[config.mk]
export PLATFORM = sky130hd
export DESIGN_NAME = serial_insert_sorter_flat
export DESIGN_NICKNAME = d
export VERILOG_FILES = /design/src/rtl/sort_pkg.sv /design/src/rtl/serial_insert_sorter_if.sv /design/src/rtl/insert_slot.sv /design/src/rtl/serial_insert_sorter.sv /design/src/flat_wrapper.sv
export SDC_FILE = /design/constraint.sdc
export NUM_CORES = 1
export LEC_CHECK = 0
export BUFFER_PORTS_ARGS = -buffer_cell sky130_fd_sc_hd__buf_2
export CORE_UTILIZATION = 54
export DETAILED_ROUTE_END_ITERATION = 6
export PLACE_DENSITY = 0.85
export SYNTH_ARGS = -nofsm -noshare
export SYNTH_HDL_FRONTEND = slang
export SYNTH_SLANG_ARGS = --single-unit
[constraint.sdc]
create_clock -name clk -period 2.3 [get_ports clk]
set_input_delay 0.115 -clock clk [delete_from_list [all_inputs] [get_ports clk]]
set_output_delay 0.115 -clock clk [all_outputs]
set_load 0.1 [all_outputs]
[src/rtl/sort_pkg.sv]
// rtl/sort_pkg.sv - shared widths, element type, FSM states and pad constant for the serial insert sorter
package sort_pkg;

    localparam int W  = 4;
    localparam int N  = 4;
    localparam int CW = $clog2(N + 1);

    typedef logic [W-1:0] elem_t;

    typedef enum logic {
        FILL = 1'b0,
        FULL = 1'b1
    } sort_state_t;

    localparam elem_t ELEM_MAX = '1;

endpackage

[src/rtl/serial_insert_sorter_if.sv]
// rtl/serial_insert_sorter_if.sv - element ingress and sorted-batch egress handshake bundle
interface serial_insert_sorter_if;
    import sort_pkg::*;

    logic              in_valid;
    logic              in_ready;
    elem_t             in_data;
    logic              in_last;
    logic              out_valid;
    logic              out_ready;
    logic [N*W-1:0]    o;
    logic [CW-1:0]     out_count;

    modport master (
        output in_valid,
        input  in_ready,
        output in_data,
        output in_last,
        input  out_valid,
        output out_ready,
        input  o,
        input  out_count
    );

    modport slave (
        input  in_valid,
        output in_ready,
        input  in_data,
        input  in_last,
        output out_valid,
        input  out_ready,
        output o,
        output out_count
    );

endinterface

[src/rtl/insert_slot.sv]
// rtl/insert_slot.sv - one compare/shift cell of the sorted register bank
module insert_slot
    import sort_pkg::*;
(
    input  elem_t own,
    input  elem_t lower,
    input  elem_t x,
    input  logic  is_bottom,
    output elem_t nxt
);

    // Keep own value if it is not above x; otherwise take x if it lands here, else shift the lower neighbour up
    always_comb begin
        nxt = own;
        if (own > x) begin
            if (is_bottom || (lower <= x)) begin
                nxt = x;
            end else begin
                nxt = lower;
            end
        end
    end

endmodule

[src/rtl/serial_insert_sorter.sv]
// rtl/serial_insert_sorter.sv - serial ingress that insertion-sorts elements into a bank and emits the sorted batch
module serial_insert_sorter
    import sort_pkg::*;
(
    input  logic                 clk,
    input  logic                 rst,
    serial_insert_sorter_if.slave bus
);

    sort_state_t    state;
    elem_t          slots [N];
    elem_t          nxt   [N];
    logic [CW-1:0]  count;
    logic [CW-1:0]  out_count_q;
    logic           out_valid_q;
    logic           in_ready;
    logic           accept;
    logic [N*W-1:0] o_flat;

    assign in_ready = (state == FILL) && !rst;
    assign accept   = bus.in_valid && in_ready;

    // One comparator/mux cell per slot; slot 0 has no lower neighbour
    for (genvar k = 0; k < N; k++) begin : g_slot
        if (k == 0) begin : g_bot
            insert_slot u_cell (
                .own       (slots[k]),
                .lower     (ELEM_MAX),
                .x         (bus.in_data),
                .is_bottom (1'b1),
                .nxt       (nxt[k])
            );
        end else begin : g_up
            insert_slot u_cell (
                .own       (slots[k]),
                .lower     (slots[k-1]),
                .x         (bus.in_data),
                .is_bottom (1'b0),
                .nxt       (nxt[k])
            );
        end
    end

    // Pack the bank with the minimum in the low slot
    always_comb begin
        o_flat = '0;
        for (int k = 0; k < N; k++) begin
            o_flat[W*k +: W] = slots[k];
        end
    end

    // FILL/FULL controller: insert on accept, close the batch on the Nth or last element, reload on output handshake
    always_ff @(posedge clk) begin
        if (rst) begin
            state       <= FILL;
            count       <= '0;
            out_valid_q <= 1'b0;
            out_count_q <= '0;
            for (int k = 0; k < N; k++) begin
                slots[k] <= ELEM_MAX;
            end
        end else begin
            case (state)
                FILL: begin
                    if (accept) begin
                        for (int k = 0; k < N; k++) begin
                            slots[k] <= nxt[k];
                        end
                        count <= count + CW'(1);
                        if ((count == CW'(N - 1)) || bus.in_last) begin
                            state       <= FULL;
                            out_valid_q <= 1'b1;
                            out_count_q <= count + CW'(1);
                        end
                    end
                end
                FULL: begin
                    if (bus.out_ready) begin
                        state       <= FILL;
                        count       <= '0;
                        out_valid_q <= 1'b0;
                        for (int k = 0; k < N; k++) begin
                            slots[k] <= ELEM_MAX;
                        end
                    end
                end
                default: begin
                    state <= FILL;
                end
            endcase
        end
    end

    assign bus.in_ready  = in_ready;
    assign bus.out_valid = out_valid_q;
    assign bus.out_count = out_count_q;
    assign bus.o         = o_flat;

endmodule

[src/flat_wrapper.sv]
// flat-port wrapper written by rule: the top's interface ports become plain ports
module serial_insert_sorter_flat import sort_pkg::*;
  (clk, rst, bus_in_valid, bus_in_ready, bus_in_data, bus_in_last, bus_out_valid, bus_out_ready, bus_o, bus_out_count);
  serial_insert_sorter_if bus_i ();
  input  logic clk;
  input  logic rst;
  input wire logic [$bits(bus_i.in_valid)-1:0] bus_in_valid;
  output wire logic [$bits(bus_i.in_ready)-1:0] bus_in_ready;
  input wire logic [$bits(bus_i.in_data)-1:0] bus_in_data;
  input wire logic [$bits(bus_i.in_last)-1:0] bus_in_last;
  output wire logic [$bits(bus_i.out_valid)-1:0] bus_out_valid;
  input wire logic [$bits(bus_i.out_ready)-1:0] bus_out_ready;
  output wire logic [$bits(bus_i.o)-1:0] bus_o;
  output wire logic [$bits(bus_i.out_count)-1:0] bus_out_count;
  assign bus_i.in_valid = bus_in_valid;
  assign bus_in_ready = bus_i.in_ready;
  assign bus_i.in_data = bus_in_data;
  assign bus_i.in_last = bus_in_last;
  assign bus_out_valid = bus_i.out_valid;
  assign bus_i.out_ready = bus_out_ready;
  assign bus_o = bus_i.o;
  assign bus_out_count = bus_i.out_count;
  serial_insert_sorter u_core (.clk(clk), .rst(rst), .bus(bus_i));
endmodule
Word level (Yosys, flattened, before mapping)
Memories as Yosys holds them, arrays and structs flattened.
Cells that the tools add are included.
{"block": "totals", "mem_count": 1, "mem_bits_ro": 0, "reg_bits": 8, "out_inout_bits": 21, "latch_bits": 0, "word_cells": 69, "mem_bits_rw": 16}
{"block": "op_classes", "div_mod_pow": 0, "n_reduce_logical": 7, "addsub": 1, "shifts": 0, "mux": 36, "bitwise": 9, "order_cmp": 7, "n_mul": 0, "eq_ne": 4}
{"name": "u_core.slots", "depth": 4, "width": 4, "read_ports": 4, "rd_clocked_by_memory_dff": 0, "wr": 4, "line": "serial_insert_sorter.sv:11", "text": "elem_t slots [N];"}
{"cell": "$mux 4", "count": 15}
{"cell": "$gt 4x4->1", "count": 4}
{"cell": "$mux 1", "count": 16}
{"cell": "$le 4x4->1", "count": 3}
{"cell": "$or 1x1->1", "count": 8}
{"cell": "$mux 3", "count": 2}
{"cell": "$pmux 3 s2", "count": 1}
{"cell": "$reduce_and 3->1", "count": 2}
{"cell": "$ne 2x2->1 const B", "count": 2}
{"cell": "$pmux 1 s2", "count": 2}
{"cell": "$add 3x1->3 const B", "count": 1}
{"cell": "$eq 3x2->1 const B", "count": 1}
{"cell": "$logic_and 1x1->1", "count": 2}
{"cell": "$ne 2x1->1 const B", "count": 1}
{"cell": "$reduce_and 2->1", "count": 1}
{"cell": "$logic_not 1->1", "count": 1}
{"cell": "$logic_or 1x1->1", "count": 1}
{"cell": "$not 1->1", "count": 1}

Depth between registers and ports, before layout
{"block": "depth", "ltp_word": 9, "depth_mapped": 7}

By module
Synthesis repeated with hierarchy kept, for this count alone.
{"block": "hier_totals", "hier_cells": 207, "area_unflattened_um2": 2123.3}
{"module": "insert_slot", "cells_each": 32, "instances": 4, "area_per_inst_um2": 294.0}
{"module": "serial_insert_sorter", "cells_each": 79, "instances": 1, "area_per_inst_um2": 947.2}

Least setup slack after synthesis
OpenSTA, ideal clock, no wires.
{"block": "synth_path", "path_type": "reg2reg", "start": "memory u_core.slots[2][0] (netlist bit)", "end": "memory u_core.slots[3][1] (netlist bit)", "stages_incl_launch_ff": 8, "path_buffers": 0, "period_less_slack_ps": 2457, "setup_time_ps": 117, "path_slack_ps": -157, "arrival_ps": 2340, "path_cell_list": "edfxtp_1 inv_1 ha_1 nand4_1 o41ai_2 a21oi_1 mux2_2 o22a_2"}
{"item": "start: declaration", "line": "serial_insert_sorter.sv:11"}

==> summary.md <==
| Metric | Value |
|---|---|
| Cts hold-fix bufs | `0` |
| Worst-path clk slew | `140 ps` |
| CTS tree | `built` |
| Drt first-iter violations | `30` |
| Hold Path Cell Cnt | `3` |
| Required @ worst endpoint | `2540 ps` |
| Number of max-cap violations | `0` |
| Pre-antenna DRT Iters | `4` |
| Number of port buffers | `29` |
| Cells after synthesis | `143` |
| Synth Warn # | `0` |
| Final Max Slew Viols | `0` |
| Area Growth Syn to Fin | `15.1%` |
| Max Root-Sink Buffers | `2` |
| # setup viols final | `0` |
| Reg-to-reg critical path endpoint | `u_core.slots[3][3]$_SDFFE_PP1P_` |
| Async SR Flop Fraction | `0` |
| Slew HR | `0.528` |
| Class of the worst hold path | `primary input to register` |
| Via Count | `1,204` |
| Core area | `2500 um2` |
| Placed cells | `201` |
| Non-Filler Instances | `205` |
| Setup ws final | `336 ps` |
| CTS buffer count | `3` |
| Sequential area share after synthesis | `0.391` |
| Slowest stage delay, CP | `440 ps` |
| Hold Path Origin | `bus_in_data[1]` |
| Fin crit period | `1960 ps` |
| Worst reg-to-reg path cell count | `6` |
| Synth top area cells | `dfxtp_1 (22%), edfxtp_1 (17%), ha_1 (16%), nand2_1 (5.8%), o211ai_1 (3.7%)` |
| Filler cells | `206` |
| Fmax | `0.509 GHz` |
| CTS root buffer | `clkbuf_4` |
| Post-synth top area cell | `dfxtp_1` |
| Post-synthesis average cell area | `10.0 um2` |
| Initial Util | `0.574` |
| CTS resizes | `0` |
| #FFs+latches synth | `24` |
| # diodes | `0` |
| Clock latency on the worst-skew pair | `330 ps` |
| HPWL Detailed | `2620 um` |
| Ys flop type | `dfxtp_1` |
| CTS sink cnt | `24` |
| Routed wire per std cell | `16.1 um` |
| # DRC | `0` |
| Number of synthesized flops with an enable pin | `8` |
| Final nets | `203` |
| DR vias/cell | `5.87` |
| H-tree level count | `1` |
| Critical Path Sink Type | `register` |
| Largest net degree at the start of global routing | `14` |
| Syn Nets | `170` |
| Setup crit start kind | `register` |
| CP Class | `register to register` |
| RSZ-0062 raised after global routing | `no` |
| Critical path cell sequence | `ha_1 -> nor2b_1 -> o41ai_2 -> a21oi_2 -> mux2_2 -> o22a_1` |
| Overflow after GRT | `0` |
| Arrival @ worst endpoint | `2200 ps` |
| Fin Setup TNS | `0 ps` |
| Chip Width | `53.5 um` |
| Setup WS pre-CTS | `333 ps` |
| Share of the synthesized area in the top cell type | `0.223` |
| Final Hold Viols | `0` |
| Maximum vdd drop | `0.000484 V` |
| Status | `completed` |
| Slew @ Worst Pin | `708 ps` |
| Die height | `53.5 um` |
| GPL Wtd Cong | `0.894` |
| Final period util | `0.854` |
| Crit path max-delay cell type | `edfxtp_1` |
| Most common cell in the synthesized netlist | `nand2_1` |
| Critical Path Fanout Max | `5` |
| Top post-synthesis cells by count | `nand2_1 (22), ha_1 (18), dfxtp_1 (16), inv_1 (11)` |
| R2R Setup Slk | `340 ps` |
| Worst Skew | `6.69 ps` |
| Die ar. | `2870 um2` |
| Final wirelength | `3310 um` |
| Leakage | `0.706 nW` |
| IO Pins | `30` |
| Worst hold path endpoint | `u_core.slots[0][1]$_SDFFE_PP1P_` |
| Initial antenna violation count | `0` |
| Reg-to-reg critical path startpoint | `u_core.slots[2][1]$_SDFFCE_PP1P_` |
| Total GRT Usage | `0.257` |
| Remaining antenna violation count | `0` |
| Power per cell area | `728 nW/um2` |
| Row count | `18` |
| First-pass GRT wire length | `5170 um` |
| Vias in the first global route | `1,189` |
| Total Power | `1.20 mW` |
| Synth unique cells | `35` |
| Fraction of layout cells with a size suffix above 1 | `0.320` |
| Post-CTS Setup Bufs | `0` |
| Post-Syn Area | `1430 um2` |
## sequential cells by signal, indices dropped and copies added, names as in the netlist
register,cells
u_core.state,1
u_core.slots,16
u_core.bus.out_valid,1
u_core.bus.out_count,3
u_core.count,3
## how the worst max path moves through the flow
stage / start / endpoint / slack, ps / depth (start not counted)
floorplan: u_core.slots[2][2]$_SDFFCE_PP1P_ / u_core.slots[3][1]$_SDFFE_PP1P_ / -40 / 6
global placement: u_core.slots[2][1]$_SDFFCE_PP1P_ / u_core.slots[3][3]$_SDFFE_PP1P_ / 460 / 6
detailed placement: u_core.slots[2][1]$_SDFFCE_PP1P_ / u_core.slots[3][3]$_SDFFE_PP1P_ / 330 / 6
CTS: u_core.slots[2][1]$_SDFFCE_PP1P_ / u_core.slots[3][3]$_SDFFE_PP1P_ / 320 / 6
global route: u_core.slots[2][1]$_SDFFCE_PP1P_ / u_core.slots[3][3]$_SDFFE_PP1P_ / 280 / 6
finish: u_core.slots[2][1]$_SDFFCE_PP1P_ / u_core.slots[3][3]$_SDFFE_PP1P_ / 340 / 6
## through the flow
step / hold WS [ps] / utilization / cell area (um2)
finish: 25.2 / 0.660 / 1650
global route: 37.7 / 0.660 / 1650
CTS: 32.9 / 0.660 / 1650
detailed placement: 368 / 0.646 / 1610
global placement: 374 / 0.646 / 1610
floorplan: 243 / - / 1440
## cell type report
type | instances | area (um2) | share of cell area
clock buffer | 4 | 36.3 | 0.0220
inverter | 11 | 41.3 | 0.0250
multi-input combinational | 106 | 818 | 0.496
sequential | 24 | 564 | 0.342
tap | 30 | 37.5 | 0.0227
timing repair buffer | 30 | 153 | 0.0925
## cells in the final DEF (no fill, tap or decap), types with 2 or more instances in the layout
cell / count
nor2_1: 7
o211ai_1: 7
a21oi_2: 2
nand4_1: 3
o21ai_0: 8
inv_1: 11
dfxtp_2: 3
nand2_1: 22
mux2i_1: 5
ha_1: 18
nor2b_1: 2
edfxtp_1: 8
a21oi_1: 5
buf_2: 29
o22a_2: 3
nand2b_1: 2
clkbuf_4: 3
dfxtp_1: 13
mux2_2: 4
o21a_1: 2
## critical path, delay by kind of cell, from the launching register on
kind                       cells  cell delay [ps]
AOI/OAI and AO/OA              3              550
adders and majority gates      1              320
DFF                            1              440
muxes                          1              390
and+or+nand+nor                1              180
## power by group
group	switching [mW]	leakage (nW)	internal, mW
Clock	0.136	0.0210	0.0971
Combinational	0.347	0.491	0.122
Sequential	0.0253	0.193	0.473
## metal layers
layer / up-vias / wire length, um / global-route usage / part of all wire
met5: - / 0 / 0 / 0
met4: 0 / 74 / 0.140 / 0.022
met3: 10 / 200 / 0.0424 / 0.060
met2: 42 / 1710 / 0.452 / 0.52
met1: 567 / 1320 / 0.295 / 0.40
li1: 585 / - / - / -
## cells by family after synthesis
logic type,after synthesis,synth area share
DFF,24,0.391
adders and majority gates,18,0.157
and+or+nand+nor,44,0.154
buffers and inverters,13,0.0410
muxes,9,0.0663
AOI/OAI and AO/OA,35,0.191
Power figures use the tool's default switching activity.
